==> src/rtl/mem_write_monitor.sv <==
// ============================================================================
// Module   : mem_write_monitor
// Purpose  : Watches core stores for a pass/fail signature word and flags
//            PASS, FAIL or TIMEOUT. Also keeps store/cycle counters and a
//            capture of the last store.
// Revision : 1.0 - initial release
// ============================================================================
`default_nettype none

module mem_write_monitor #(
  parameter logic [31:0] PASS_ADR       = 32'h000001bc,
  parameter logic [31:0] PASS_DATA      = 32'h6d73e55f,
  parameter logic [31:0] FAIL_ADR       = 32'h000001c0,
  parameter int          TIMEOUT_CYCLES = 44
) (
  input  logic        clk,
  input  logic        reset,
  input  logic [31:0] adr,
  input  logic [31:0] writedata,
  input  logic        memwrite,
  output logic        done,
  output logic        pass,
  output logic        fail,
  output logic        timeout,
  output logic [1:0]  status,
  output logic [15:0] wr_count,
  output logic [15:0] cycle_count,
  output logic [31:0] last_adr,
  output logic [31:0] last_data
);

  typedef enum logic [1:0] {
    ST_RUN     = 2'b00,
    ST_PASS    = 2'b01,
    ST_FAIL    = 2'b10,
    ST_TIMEOUT = 2'b11
  } state_t;

  localparam logic [15:0] LAST_RUN_CYCLE = 16'(TIMEOUT_CYCLES - 1);

  state_t state;
  state_t state_next;
  logic   pass_hit;
  logic   fail_hit;

  // PASS_ADR decoding wins when both addresses are configured identically.
  assign pass_hit = memwrite && (adr[31:2] == PASS_ADR[31:2]);
  assign fail_hit = memwrite && (adr[31:2] == FAIL_ADR[31:2]) && !pass_hit;

  always_comb begin
    state_next = state;
    case (state)
      ST_RUN: begin
        if (pass_hit) begin
          state_next = (writedata == PASS_DATA) ? ST_PASS : ST_FAIL;
        end else if (fail_hit) begin
          state_next = ST_FAIL;
        end else if (cycle_count == LAST_RUN_CYCLE) begin
          state_next = ST_TIMEOUT;
        end
      end
      default: state_next = state;
    endcase
  end

  always_ff @(posedge clk or negedge reset) begin
    if (!reset) begin
      state       <= ST_RUN;
      done        <= 1'b0;
      pass        <= 1'b0;
      fail        <= 1'b0;
      timeout     <= 1'b0;
      wr_count    <= 16'h0000;
      cycle_count <= 16'h0000;
      last_adr    <= 32'h0000_0000;
      last_data   <= 32'h0000_0000;
    end else begin
      state   <= state_next;
      done    <= (state_next != ST_RUN);
      pass    <= (state_next == ST_PASS);
      fail    <= (state_next == ST_FAIL);
      timeout <= (state_next == ST_TIMEOUT);
      // Counters and capture run only in RUN, including the terminating edge.
      if (state == ST_RUN) begin
        cycle_count <= cycle_count + 16'h0001;
        if (memwrite) begin
          if (wr_count != 16'hffff) begin
            wr_count <= wr_count + 16'h0001;
          end
          last_adr  <= adr;
          last_data <= writedata;
        end
      end
    end
  end

  assign status = state;

endmodule

`default_nettype wire
==> config.mk <==
export PLATFORM = sky130hd
export DESIGN_NAME = mem_write_monitor
export DESIGN_NICKNAME = d
export VERILOG_FILES = /design/src/rtl/mem_write_monitor.sv
export SDC_FILE = /design/constraint.sdc
export NUM_CORES = 1
export LEC_CHECK = 0
export CORE_MARGIN = 10
export CORE_UTILIZATION = 47
export DETAILED_ROUTE_END_ITERATION = 8
export PLACE_DENSITY = 0.9
export SETUP_SLACK_MARGIN = 0.02
export SLEW_MARGIN = 30
export SYNTH_ARGS = -nofsm -noshare
export SYNTH_HDL_FRONTEND = slang
export SYNTH_SLANG_ARGS = --single-unit
==> constraint.sdc <==
create_clock -name clk -period 3.3 [get_ports clk]
set_input_delay 0.99 -clock clk [delete_from_list [all_inputs] [get_ports clk]]
set_output_delay 0.99 -clock clk [all_outputs]
set_load 0.01 [all_outputs]
==> results.toml <==
[global_route]
grt_pass1_wl_um = 18200
antenna_found_initial = 0
grt_max_degree = 103
grt.overflow.total = 0
grt_pass1_vias = 3466
grt_usage_pct = 17.1

[die]
die_w_um = 115
die_area_um2 = 13300
io_pins = 169
row_count = 34
start_util_pct = 48.5
dieHeight_um = 115
core_area_um2 = 8760

[synth]
ys_seq_area_share_pct = 60.0
synth-edff-count = 0
ys_top_cells_by_area = "dfrtp_1 (60%), mux2_1 (17%), xnor2_1 (3.5%), nand4_1 (2.4%), xor2_1 (2.3%)"
ys_types = 39
synth_nets = 380
ys_ff_latch = 102
ys.flop_type = "dfrtp_1"
syn_inst = 311
yosys.area.top_type = "dfrtp_1"
yosysTopAreaCellShare_pct = 60.0
ys_async_sr_fraction_pct = 100
synth_most_common_cell = "dfrtp_1"
syn_area_per_cell_um2 = 13.7
synth_commonest_cells = "dfrtp_1 (102), mux2_1 (65), xnor2_1 (17)"
synth_warnings = 0
netlist_area_um2 = 4250

[clock_tree]
clockBufferDepth = 2
tritoncts = "done"
cts-resized-gates = 0
clk-insertion-delay-late_ps = 350
clkTransAtPathRegs_ps = 100
cts_buffers = 9
cts.sink_count = 102
ctsHoldBuffers = 0
postCtsSetupRepairBufs = 0
cts_root_buf = "clkbuf_8"
ctsHtreeMaxLevel = 3

[power_and_ir_drop]
power_w = 0.00233
swShare_pct = 22.8
p_int_w = 0.00180
vdd_ir_drop_max_mv = 0.250
clockPowerShare_pct = 32.5
powerDensity_nw_per_um2 = 373
seqPwrFrac_pct = 56.2
leakagePower_nw = 2.77
combPwrFrac_pct = 11.2
p_sw_w = 0.000530

[final_layout]
area_growth_pct = 46.8
drive_above_1_share_pct = 5.12
fill_cells = 628
finalNetCount = 553
fin_area_um2 = 6240
insertedDiodeCount = 0

[route]
dr.first_iter.drc_count = 84
wl_met1_um = 4450
vias = 3144
ant_nets = 0
highest_layer = "met4"
wl_per_cell_um = 19.4
dr_wl_met2_um = 6290
dr_wl_met3_um = 753
first_pass_iters = 4
wirelength_um = 11600
drc_errors = 0
viasPerCell = 5.28

[setup_path]
crit_arrival_ps = 2990
end_kind = "register"
critPathMaxStageDelay_ps = 520
reg2reg_slack_ps = 1230
critical_path_class = "in -> reg"
r2r-end = "wr_count[15]"
crit_chain = "clkdlybuf4s50_1 > or3b_4 > nor4b_1 > nand4_1 > mux2_1"
r2r-start = "status[1]"
cp-start-kind = "primary input"
path_delay_family = "simple AND/OR/NAND/NOR gates"
path_max_fanout = 17
cp_num_buf_inv = 1
critPathSlowestCell = "clkdlybuf4s50_1"
required_ps = 3540
reg2regPathDepth = 4

[hold_path]
hold_path_depth = 1
hp-class = "reg -> reg"
worstHoldEndpoint = "last_adr[28]"
min_from = "last_adr[28]"

[timing]
fmax_mhz = 364
fin_hold_ws_ps = 493
worst_pin_slew_ps = 677
rsz0062_at_grt = "no"
min_period_over_period_pct = 83.3
relSlewSlack_pct = 54.9
hold_violations = 0
finalMaxSlewViolations = 0
period_minus_slack_ps = 2750
final.setup.tns_ps = 0
setup_viol = 0
worst_clock_skew_ps = 13.8

[run]
max_cap_viol_count = 0

[place]
hpwl_um = 9170
place_congestion = 0.817
placed_cell_area_um2 = 6060
port_buffers = 168

[status]
status = "complete, no violations"
-- layout make-up --
class                      count  area [µm²]  share of cell area, %
timing repair buffer         171        1710                   27.4
clock inverter                 6        63.8                   1.02
multi-input combinational    196        1640                   26.3
tap                          108         135                   2.16
inverter                       4        15.0                  0.240
clock buffer                   9         124                   1.98
sequential                   102        2550                   40.9
-- state kept, by name, summed over array words and instances, names as in the netlist --
name	count
status	2
last_adr	32
fail	1
last_data	32
done	1
timeout	1
cycle_count	16
wr_count	16
pass	1
-- placed cells by master, fill, tap and decap left out, types with 2 or more instances in the layout --
cell,n
o21ai_0,2
nor4bb_1,4
nand3b_1,3
nor4_1,7
and4b_1,2
buf_4,3
ha_1,2
inv_1,4
and2_1,2
nor4b_1,4
nor2_1,11
dfrtp_1,102
and3_1,4
nand4_1,16
xor2_1,11
nor3_1,4
nand2_1,12
clkbuf_8,9
xnor2_1,17
clkinvlp_4,2
a31oi_1,2
nand3_1,11
clkdlybuf4s50_1,167
mux2_1,65
clkinv_2,2
-- power by group through the flow --
stage	Combinational (W)	Sequential, W	Clock (W)
after floorplan	0.0000329	0.00135	0
after global placement	0.000259	0.00133	0
after detailed placement	0.000266	0.00133	0
after CTS	0.000268	0.00131	0.000776
after global routing	0.000282	0.00131	0.000836
final	0.000261	0.00131	0.000757
-- routing by layer --
layer  vias to the layer above  track usage (%)
met5                         -                0
met4                         0             4.21
met3                         6             5.47
met2                        84             30.7
met1                      1578             19.1
li1                       1476                -
-- cell families (layout without fill, tap and decap cells) --
group,after synthesis,in the layout,synth area share [%]
AO/OA/AOI/OAI,11,11,1.79
XOR/XNOR,28,28,5.76
adder cells (fa/ha/maj),2,2,0.588
buffers and inverters,13,190,1.50
flip-flops,102,102,60.0
multiplexers,67,67,17.8
AND/OR/NAND/NOR,88,88,12.5
-- metrics by stage --
step | std cells | setup slack, ps | util [%]
floorplan | 311 | 1000 | -
global placement | 581 | 336 | 69.1
detailed placement | 581 | 218 | 69.1
CTS | 596 | 594 | 71.3
global route | 596 | 479 | 71.3
finish | 596 | 551 | 71.3
-- worst max-delay path by stage --
stage	start	to	slack [ps]	cells past startpoint
floorplan	memwrite	wr_count[15]	1000	4
global placement	memwrite	last_data[18]	340	4
detailed placement	memwrite	wr_count[15]	220	5
CTS	memwrite	wr_count[15]	590	5
global route	memwrite	wr_count[12]	480	5
finish	memwrite	wr_count[15]	550	5
Note: power is estimated with default switching activity, not from simulation.
